===== src/rtl/axi_wr_pkg.sv =====
// Shared types for the AXI write-burst engine: burst/response codes, FSM states,
// FIFO word layouts at the default widths, and bit offsets of the narrow fields.
package axi_wr_pkg;

  localparam int AXI_ADDR_W = 32;
  localparam int AXI_DATA_W = 32;
  localparam int AXI_ID_W   = 4;
  localparam int AXI_LEN_W  = 8;

  typedef enum logic [1:0] {
    BURST_FIXED = 2'b00,
    BURST_INCR  = 2'b01,
    BURST_WRAP  = 2'b10,
    BURST_RSVD  = 2'b11
  } burst_e;

  localparam logic [1:0] RESP_OKAY   = 2'b00;
  localparam logic [1:0] RESP_SLVERR = 2'b10;

  typedef enum logic [1:0] {
    ST_IDLE = 2'd0,
    ST_DATA = 2'd1,
    ST_RESP = 2'd2
  } state_e;

  // Low-order field offsets are independent of the width parameters.
  localparam int AW_BURST_LSB = 0;
  localparam int AW_SIZE_LSB  = 2;
  localparam int AW_LEN_LSB   = 5;
  localparam int W_LAST_BIT   = 0;
  localparam int W_STRB_LSB   = 1;

  typedef struct packed {
    logic [AXI_ID_W-1:0]   id;
    logic [AXI_ADDR_W-1:0] addr;
    logic [AXI_LEN_W-1:0]  len;
    logic [2:0]            size;
    burst_e                burst;
  } aw_word_t;

  typedef struct packed {
    logic [AXI_DATA_W-1:0]   data;
    logic [AXI_DATA_W/8-1:0] strb;
    logic                    last;
  } w_word_t;

  typedef struct packed {
    logic [AXI_ID_W-1:0] id;
    logic [1:0]          resp;
  } b_word_t;

endpackage


===== src/rtl/axi_wr_addr_gen.sv =====
// Combinational next-beat address for FIXED/INCR/WRAP bursts; RSVD advances like INCR.
module axi_wr_addr_gen
  import axi_wr_pkg::*;
#(
  parameter int ADDR_WIDTH = 32,
  parameter int LEN_WIDTH  = 8
) (
  input  logic [ADDR_WIDTH-1:0] addr,
  input  logic [LEN_WIDTH-1:0]  len,
  input  logic [2:0]            size,
  input  logic [1:0]            burst,
  output logic [ADDR_WIDTH-1:0] next_addr
);

  logic [ADDR_WIDTH-1:0] incr;
  logic [ADDR_WIDTH-1:0] sum;
  logic [ADDR_WIDTH-1:0] wrap_mask;

  always_comb begin
    incr      = ADDR_WIDTH'(1) << size;
    sum       = addr + incr;
    // Region of (len+1)<<size bytes; the bits above the mask stay at the region base.
    wrap_mask = ((ADDR_WIDTH'(len) + ADDR_WIDTH'(1)) << size) - ADDR_WIDTH'(1);
    case (burst)
      BURST_FIXED: next_addr = addr;
      BURST_WRAP:  next_addr = (addr & ~wrap_mask) | (sum & wrap_mask);
      default:     next_addr = sum;
    endcase
  end

endmodule


===== src/rtl/axi_wr_burst_engine.sv =====
// Drains one AW entry and its W beats into single-beat memory writes, then pushes one B.
// Optional macro AXI_WR_WRAP_CHECK_EN flags illegal WRAP length/alignment at the AW pop.
module axi_wr_burst_engine
  import axi_wr_pkg::*;
#(
  parameter int ADDR_WIDTH = 32,
  parameter int DATA_WIDTH = 32,
  parameter int ID_WIDTH   = 4,
  parameter int LEN_WIDTH  = 8
) (
  input  logic                                  clk_i,
  input  logic                                  rstn_i,
  output logic                                  aw_rdReq,
  input  logic                                  aw_rdAck,
  input  logic [ID_WIDTH+ADDR_WIDTH+LEN_WIDTH+4:0] aw_rdata,
  output logic                                  w_rdReq,
  input  logic                                  w_rdAck,
  input  logic [DATA_WIDTH+DATA_WIDTH/8:0]      w_rdata,
  output logic                                  b_wrReq,
  input  logic                                  b_wrAck,
  output logic [ID_WIDTH+1:0]                   b_wdata,
  output logic                                  mem_req,
  output logic [ADDR_WIDTH-1:0]                 mem_addr,
  output logic [DATA_WIDTH-1:0]                 mem_wdata,
  output logic [DATA_WIDTH/8-1:0]               mem_be,
  input  logic                                  mem_ready,
  input  logic                                  mem_err
);

  localparam int STRB_W   = DATA_WIDTH / 8;
  localparam int MAX_SIZE = $clog2(STRB_W);
  localparam int AW_ADDR_LSB = AW_LEN_LSB + LEN_WIDTH;
  localparam int AW_ID_LSB   = AW_ADDR_LSB + ADDR_WIDTH;
  localparam int W_DATA_LSB  = W_STRB_LSB + STRB_W;

  localparam logic [1:0] S_IDLE = ST_IDLE;
  localparam logic [1:0] S_DATA = ST_DATA;
  localparam logic [1:0] S_RESP = ST_RESP;

  logic [1:0]            state_q;
  logic [ID_WIDTH-1:0]   id_q;
  logic [ADDR_WIDTH-1:0] addr_q;
  logic [LEN_WIDTH-1:0]  len_q;
  logic [2:0]            size_q;
  logic [1:0]            burst_q;
  logic [LEN_WIDTH-1:0]  beat_cnt_q;
  logic                  err_q;

  logic [ID_WIDTH-1:0]   aw_id;
  logic [ADDR_WIDTH-1:0] aw_addr;
  logic [LEN_WIDTH-1:0]  aw_len;
  logic [2:0]            aw_size;
  logic [1:0]            aw_burst;
  logic [DATA_WIDTH-1:0] w_data;
  logic [STRB_W-1:0]     w_strb;
  logic                  w_last;

  logic                  in_data;
  logic                  skip;
  logic                  beat_last;
  logic                  wrap_err;
  logic                  aw_err;
  logic [ADDR_WIDTH-1:0] next_addr;

  assign aw_burst = aw_rdata[AW_BURST_LSB +: 2];
  assign aw_size  = aw_rdata[AW_SIZE_LSB +: 3];
  assign aw_len   = aw_rdata[AW_LEN_LSB +: LEN_WIDTH];
  assign aw_addr  = aw_rdata[AW_ADDR_LSB +: ADDR_WIDTH];
  assign aw_id    = aw_rdata[AW_ID_LSB +: ID_WIDTH];
  assign w_last   = w_rdata[W_LAST_BIT];
  assign w_strb   = w_rdata[W_STRB_LSB +: STRB_W];
  assign w_data   = w_rdata[W_DATA_LSB +: DATA_WIDTH];

`ifdef AXI_WR_WRAP_CHECK_EN
  logic wrap_len_ok;
  logic wrap_align_ok;

  always_comb begin
    wrap_len_ok   = (aw_len == LEN_WIDTH'(1)) || (aw_len == LEN_WIDTH'(3)) ||
                    (aw_len == LEN_WIDTH'(7)) || (aw_len == LEN_WIDTH'(15));
    wrap_align_ok = (aw_addr & ((ADDR_WIDTH'(1) << aw_size) - ADDR_WIDTH'(1))) == '0;
    wrap_err      = (aw_burst == BURST_WRAP) && !(wrap_len_ok && wrap_align_ok);
  end
`else
  assign wrap_err = 1'b0;
`endif

  assign aw_err = (aw_burst == BURST_RSVD) || wrap_err;

  axi_wr_addr_gen #(
    .ADDR_WIDTH (ADDR_WIDTH),
    .LEN_WIDTH  (LEN_WIDTH)
  ) u_addr_gen (
    .addr      (addr_q),
    .len       (len_q),
    .size      (size_q),
    .burst     (burst_q),
    .next_addr (next_addr)
  );

  // NOTE: every output gets a default first so no path through this block infers a latch.
  always_comb begin
    in_data   = (state_q == S_DATA);
    skip      = (size_q > 3'(MAX_SIZE));
    beat_last = (beat_cnt_q == len_q);
    // Gating with rstn_i keeps the pop request low while reset is held.
    aw_rdReq  = rstn_i && (state_q == S_IDLE) && aw_rdAck;
    mem_req   = in_data && w_rdAck && !skip;
    w_rdReq   = in_data && w_rdAck && (mem_ready || skip);
    mem_addr  = in_data ? addr_q : '0;
    mem_wdata = in_data ? w_data : '0;
    mem_be    = in_data ? w_strb : '0;
    b_wrReq   = (state_q == S_RESP);
    b_wdata   = {id_q, err_q ? RESP_SLVERR : RESP_OKAY};
  end

  // NOTE: sequential state uses non-blocking assignments so every register samples pre-edge values.
  always_ff @(posedge clk_i or negedge rstn_i) begin
    if (!rstn_i) begin
      state_q    <= S_IDLE;
      id_q       <= '0;
      addr_q     <= '0;
      len_q      <= '0;
      size_q     <= '0;
      burst_q    <= '0;
      beat_cnt_q <= '0;
      err_q      <= 1'b0;
    end else begin
      case (state_q)
        S_IDLE: begin
          if (aw_rdReq) begin
            id_q       <= aw_id;
            addr_q     <= aw_addr;
            len_q      <= aw_len;
            size_q     <= aw_size;
            burst_q    <= aw_burst;
            beat_cnt_q <= '0;
            err_q      <= aw_err;
            state_q    <= S_DATA;
          end
        end
        S_DATA: begin
          // Beat count follows len; a WLAST disagreement only marks the response.
          if (w_rdReq) begin
            err_q      <= err_q | skip | (mem_ready & mem_err) | (w_last ^ beat_last);
            addr_q     <= next_addr;
            beat_cnt_q <= beat_cnt_q + LEN_WIDTH'(1);
            if (beat_last) state_q <= S_RESP;
          end
        end
        S_RESP: begin
          if (b_wrAck) state_q <= S_IDLE;
        end
        default: state_q <= S_IDLE;
      endcase
    end
  end

endmodule


===== config.mk =====
export PLATFORM = sky130hd
export DESIGN_NAME = axi_wr_burst_engine
export DESIGN_NICKNAME = d
export VERILOG_FILES = /design/src/rtl/axi_wr_pkg.sv /design/src/rtl/axi_wr_addr_gen.sv /design/src/rtl/axi_wr_burst_engine.sv
export SDC_FILE = /design/constraint.sdc
export NUM_CORES = 1
export LEC_CHECK = 0
export CAP_MARGIN = 20
export CORE_MARGIN = 1
export CORE_UTILIZATION = 52
export DETAILED_ROUTE_END_ITERATION = 10
export GPL_TIMING_DRIVEN = 0
export HOLD_SLACK_MARGIN = 0.02
export PLACE_DENSITY = 0.88
export RECOVER_POWER = 25
export SYNTH_ARGS = -nofsm -noshare
export SYNTH_HDL_FRONTEND = slang
export SYNTH_SLANG_ARGS = --single-unit
export TNS_END_PERCENT = 5

===== constraint.sdc =====
create_clock -name clk_i -period 7 [get_ports clk_i]
set_input_delay 2.1 -clock clk_i [delete_from_list [all_inputs] [get_ports clk_i]]
set_output_delay 2.1 -clock clk_i [all_outputs]
set_load 0.1 [all_outputs]

==> results of run 1 <==
==> repair_timing <==
| action | CTS | global route |
|---|---|---|
| resized for setup | 1 | 2 |
| endpoints found under the setup margin | 1 | 1 |
| hold endpoints to repair | 0 | 0 |
==> worst max-delay path: cells and delay by family <==
kind                   cells  cell delay [ns]
buffers and inverters      3             1.65
and+or+nand+nor            2             0.62
==> how the worst max path moves through the flow <==
stage	from	end	slack [ns]	cells past startpoint
after floorplan	aw_rdAck	aw_rdReq	1.47	3
after global placement	rstn_i	aw_rdReq	-2.24	5
after detailed placement	rstn_i	aw_rdReq	-0.21	5
after CTS	rstn_i	aw_rdReq	0.11	5
after global routing	rstn_i	aw_rdReq	0.25	5
final	rstn_i	aw_rdReq	0.52	5
==> per-layer routing <==
layer,wire length (um),global-route usage (%),vias up
met4,441,12.86,0
li1,-,-,2917
met3,1758,7.361,61
met5,0,0,-
met1,8461,50.04,3013
met2,8913,57.19,362
==> layout make-up <==
cell class | count | area (um2) | share of cell area [%]
Clock inverter | 6 | 70.07 | 0.9305
Inverter | 25 | 93.84 | 1.246
Multi-Input combinational cell | 575 | 3645 | 48.40
Clock buffer | 10 | 137.6 | 1.828
Sequential cell | 60 | 1501 | 19.94
Buffer | 51 | 226.5 | 3.008
Tap cell | 136 | 170.2 | 2.260
Timing Repair Buffer | 170 | 1685 | 22.38
==> placed cells by master (no fill, tap or decap), types with 13 or more instances in the layout <==
cell type,synthesis,layout
a21oi_1,59,59
xor2_1,20,20
o21ai_0,35,35
nand3_1,30,30
dfrtp_1,60,60
and2_1,64,64
nor3_1,21,21
nand2_1,71,71
clkdlybuf4s50_1,0,167
nor2_1,48,48
inv_1,24,24
and3_1,13,13
a31oi_1,17,17
clkbuf_1,33,34
==> cell families after synthesis <==
family	Yosys count	synth area share (%)
AO/OA/AOI/OAI	202	24.61
AND/OR/NAND/NOR	309	29.96
XOR/XNOR	34	5.722
flip-flops	60	27.47
adder cells (fa/ha/maj)	13	3.113
multiplexers	16	3.204
buffers and inverters	76	5.860
other	1	0.06860
==> stage by stage <==
stage,worst slack (ns),std cells
finish,0.5247,1033
global route,0.2530,1033
CTS,0.1075,1033
detailed placement,-0.2120,1017
global placement,-2.243,1016
floorplan,1.471,711
==> metrics.md, run 1 <==
| Metric | Value |
|---|---|
| Status | `finished, violations left` |
| Failing checks | `max-capacitance violations, max-slew violations` |
| Routed Wire Length | `19570 um` |
| Worst reg-to-reg path cell count | `14` |
| TritonCTS clock tree | `yes` |
| Post-synth top area share | `27.47%` |
| Max-slew headroom | `-0.2163%` |
| Fin area | `7530 um2` |
| Die Area | `10930 um2` |
| H-tree Lvls | `3` |
| Worst Hold Depth | `1` |
| RSZ-0062 raised after global routing | `no` |
| Core Util, Final | `73.27%` |
| Root Buffer | `clkbuf_8` |
| Synth top area cells | `dfrtp_1, and2_1, a21oi_1` |
| Final #Nets | `approximately 1000` |
| Antenna Nets Post-Route | `0` |
| Starting Density | `53.19%` |
| Final hold viol count | `0` |
| Wire length per cell | `18.95 um` |
| Critical-path top delay cell | `buf_2` |
| Filler cells | `827` |
| Clock-pin slew on the worst setup and hold paths | `approximately 0.09 ns` |
| Distinct cells, synth | `78` |
| Sequential area share after synthesis | `between 20% and 30%` |
| Mapped Nets | `817` |
| Vias in the first global route | `6221` |
| Hold endpoint | `id_q[3]` |
| DR vias/cell | `6.150` |
| Crit path DAT | `4.38 ns` |
| Crit path cell chain | `buf_2, nand3b_1, nor2_1, clkbuf_1, clkbuf_2` |
| Post-Syn Instances | `711` |
| YS warnings | `0` |
| Dpl hpwl | `15030 um` |
| Largest net degree at the start of global routing | `38` |
| CP Capture Type | `primary output` |
| Ys async rst share | `100.0%` |
| Post-placement cell area | `7343 um2` |
| Critical Path RT | `4.90 ns` |
| Global-route wire length before repair | `31670 um` |
| Clk sinks | `60` |
| Final hold slack | `about 0.5 ns` |
| Synthesized area per cell | `slightly below 8 um2` |
| Startpoint types | `primary input` |
| Initial antenna violation count | `0` |
| Ant diodes | `0` |
| Final setup viols | `0` |
| Max cap viols | `1` |
| Inserted Clock Buffers | `9` |
| Slew Limit Fails | `25` |
| Synthesis-to-finish area growth | `37.74%` |
| Row cnt | `37` |
| Slowest cell delay on critical path | `about 0.65 ns` |
| Post-synth top area cell | `dfrtp_1` |
| DRC Markers | `0` |
| Seq cells post-synth | `60` |
| Final period utilization | `92.50%` |
| Clk_skew | `approximately 0.013 ns` |
| Sum Neg Setup Slack | `0 ns` |
| DR iter-0 viols | `about 570` |
| Min-delay worst type | `register to register` |
| Min-delay src | `id_q[3]` |
| Die width | `104.5 um` |
| Synth cell count leaders | `nand2_1, and2_1, dfrtp_1, a21oi_1, nor2_1` |
| Ys flop type | `dfrtp_1` |
| GRT Util Overall | `36.55%` |
| Post-CTS setup buffer count | `0` |
| Cts hold-fix bufs | `0` |
| Fmax | `154.4 MHz` |
| R2r startpoint | `size_q[0]` |
| Post-synth EDFFs | `0` |
| Worst-path fanout max | `37` |
| Port bufs | `169` |
| Top Ports | `171` |
| Worst slew pin tran | `1.503 ns` |
| Count leader, synth | `nand2_1` |
| Tmin final | `6.475 ns` |
| Gr ovfl total | `0` |
| Clock latency at the later pin of the worst-skew pair | `between 0.3 and 0.4 ns` |
| First-pass iteration count of the detailed router | `5` |
| CORE AREA | `10280 um2` |
| Share of layout cells above drive strength 1 | `under 10%` |
| R2R Setup Slk | `2.57 ns` |
| Die H | `104.5 um` |
| GPL Wtd Cong | `0.9616` |
| Clock Tree Buf Depth | `2` |
| Via count | `6353` |
| Synth Cell Area | `5466 um2` |
| Critical path class | `primary input to primary output` |
Power of run 1 is left out: the tool's default activity adds up to more than one toggle a clock period on the data nets, which glitch-free logic cannot reach.
==> inputs of run 2 (changes only) <==
--- a/config.mk
+++ b/config.mk
@@ -5,13 +5,16 @@
 export SDC_FILE = /design/constraint.sdc
 export NUM_CORES = 1
 export LEC_CHECK = 0
+export ABC_CLOCK_PERIOD_IN_PS = 7000
 export CAP_MARGIN = 20
+export CELL_PAD_IN_SITES_DETAIL_PLACEMENT = 0
+export CELL_PAD_IN_SITES_GLOBAL_PLACEMENT = 2
 export CORE_MARGIN = 1
-export CORE_UTILIZATION = 52
+export CORE_UTILIZATION = 28
 export DETAILED_ROUTE_END_ITERATION = 10
 export GPL_TIMING_DRIVEN = 0
 export HOLD_SLACK_MARGIN = 0.02
-export PLACE_DENSITY = 0.88
+export PLACE_DENSITY_LB_ADDON = 0.1
 export RECOVER_POWER = 25
 export SYNTH_ARGS = -nofsm -noshare
 export SYNTH_HDL_FRONTEND = slang
==> run 2 against run 1 <==
  * Clock skew fell by 0.00055 ns
  * Worst hold slack got worse by 0.0040 ns
  * The flow now finishes without violations
  * Non-clock buffer count decreased by 1
  * Via count fell by 4.7%
  * Critical path type unchanged
  * Largest cell class unchanged
  * Setup slack got worse by 0.068 ns
  * Critical path depth did not move
  * Utilization shrank 32 points
  * Cell count rose by 12%
==> metrics.md, run 2 (synthesis results as in run 1) <==
| Metric | Value |
|---|---|
| Clock latency at the later pin of the worst-skew pair | `0.34 ns (about the same)` |
| Critical path class | `primary input to primary output` |
| Fmax | `152.8 MHz (-1.0%)` |
| Cts hold-fix bufs | `0 (unchanged)` |
| Worst slew pin tran | `1.080 ns (-0.4229 ns)` |
| Ant diodes | `0 (unchanged)` |
| Setup WS pre-CTS | `-0.3319 ns (-0.1199 ns)` |
| Inserted Clock Buffers | `9 (unchanged)` |
| Tmin final | `6.543 ns (+0.06760 ns)` |
| Final period utilization | `93.47% (+0.97 points)` |
| Antenna Nets Post-Route | `0 (unchanged)` |
| R2r startpoint | `size_q[0]` |
| Initial antenna violation count | `0 (unchanged)` |
| Synthesis-to-finish area growth | `42.02%` |
| Min-delay worst type | `register to register` |
| Worst Hold Depth | `1 (unchanged)` |
| H-tree Lvls | `3 (unchanged)` |
| First-pass iteration count of the detailed router | `5 (unchanged)` |
| Crit path DAT | `4.44 ns (+0.06 ns)` |
| Final hold viol count | `0 (unchanged)` |
| Status | `completed` |
| Vias in the first global route | `5971 (-4.0%)` |
| Die Area | `20090 um2 (+84%)` |
| Share of layout cells above drive strength 1 | `7.254% (+0.0081 points)` |
| Root Buffer | `clkbuf_16` |
| Clock Tree Buf Depth | `2 (unchanged)` |
| Final hold slack | `0.5102 ns (-0.004019 ns)` |
| DR iter-0 viols | `363 (-36%)` |
| Top Ports | `171 (unchanged)` |
| Starting Density | `28.93% (-24 points)` |
| Slew Limit Fails | `0 (-100%)` |
| Gr ovfl total | `0 (unchanged)` |
| CORE AREA | `18890 um2 (+84%)` |
| Clk sinks | `60 (unchanged)` |
| Core Util, Final | `41.09% (-32 points)` |
| Sum Neg Setup Slack | `0 ns (unchanged)` |
| GPL Wtd Cong | `0.8444 (-12%)` |
| R2R Setup Slk | `2.39 ns (-0.18 ns)` |
| Row cnt | `50 (+35%)` |
| DRC Markers | `0 (unchanged)` |
| TritonCTS clock tree | `yes` |
| Routed Wire Length | `21850 um (+12%)` |
| Final setup viols | `0 (unchanged)` |
| Final #Nets | `997 (-0.10%)` |
| Largest net degree at the start of global routing | `62 (+63%)` |
| Clock-pin slew on the worst setup and hold paths | `0.06 ns (-0.03 ns)` |
| RSZ-0062 raised after global routing | `no` |
| Final setup margin | `0.4571 ns (-0.06760 ns)` |
| GRT Util Overall | `22.01% (-15 points)` |
| Worst reg-to-reg path cell count | `14 (unchanged)` |
| CP Capture Type | `primary output` |
| Clk_skew | `0.01228 ns (-0.0005533 ns)` |
| Max cap viols | `0 (-1)` |
| Worst-path fanout max | `61 (+65%)` |
| Post-CTS setup buffer count | `0 (unchanged)` |
| Hold endpoint | `id_q[0]` |
| Port bufs | `169 (unchanged)` |
| Die H | `141.7 um (+36%)` |
| Wire length per cell | `18.90 um (-0.27%)` |
| Most frequent cells in the layout | `clkdlybuf4s50_1, nand2_1, and2_1` |
| Global-route wire length before repair | `34020 um (+7.4%)` |
| Startpoint types | `primary input` |
| Commonest non-fill, non-tap cell in the layout | `clkdlybuf4s50_1` |
| Critical Path RT | `4.90 ns (about the same)` |
| Via count | `6056 (-4.7%)` |
| Dpl hpwl | `16560 um (+10%)` |
| Max-slew headroom | `27.31% (+28 points)` |
| Min-delay src | `id_q[0]` |
| DR vias/cell | `5.239 (-15%)` |
| Die width | `141.7 um (+36%)` |
-- run 2: cell types whose count changed in the layout (fill, tap and decap cells not counted) --
cell,previous run,this run
clkbuf_16,0,9
clkinvlp_4,0,3
buf_4,5,6
clkinv_2,1,0
clkbuf_1,34,33
bufinv_16,1,0
inv_6,2,1
clkbuf_8,10,1
buf_2,8,7
-- run 2: worst max-delay path, cell delays in order --
cell      delay, ns
buf_4          0.65
nand3b_1       0.27
nor2_1         0.36
clkbuf_1       0.46
clkbuf_2       0.55
-- run 2: through the flow --
stage,std cells,cell area [um2]
after floorplan,711,5466
after global placement,1140,7483
after detailed placement,1140,7481
after CTS,1156,7769
after global routing,1156,7764
final,1156,7764
-- run 2: routing by layer --
layer	GRT usage (%)	wire (um)	up-vias	share of wire, %
met5	0	0	-	0
met4	5.093	201	0	0.92
met3	3.341	1074	18	4.9
met2	35.55	10180	181	47
met1	30.71	10390	2932	48
li1	-	-	2925	-
-- run 2: worst max-delay path by stage --
stage,startpoint,endpoint,cells after the start
floorplan,aw_rdAck,aw_rdReq,3
global placement,rstn_i,aw_rdReq,5
detailed placement,rstn_i,aw_rdReq,5
CTS,rstn_i,aw_rdReq,5
global route,rstn_i,aw_rdReq,5
finish,rstn_i,aw_rdReq,5
-- run 2: what timing repair did --
item	4_1_cts	5_1_grt
setup endpoints to repair	1	1
resized for setup	2	1
hold endpoints to repair	0	0
-- run 2: cell type report --
type | instances | area [um2]
fill | 1991 | 11130
sequential | 60 | 1501
clock inverter | 6 | 48.80
timing repair buffer | 169 | 1684
buffer | 51 | 226.5
inverter | 25 | 93.84
tap | 260 | 325.3
multi-input combinational | 575 | 3645
clock buffer | 10 | 239.0
Power of run 2 is left out for the same reason.
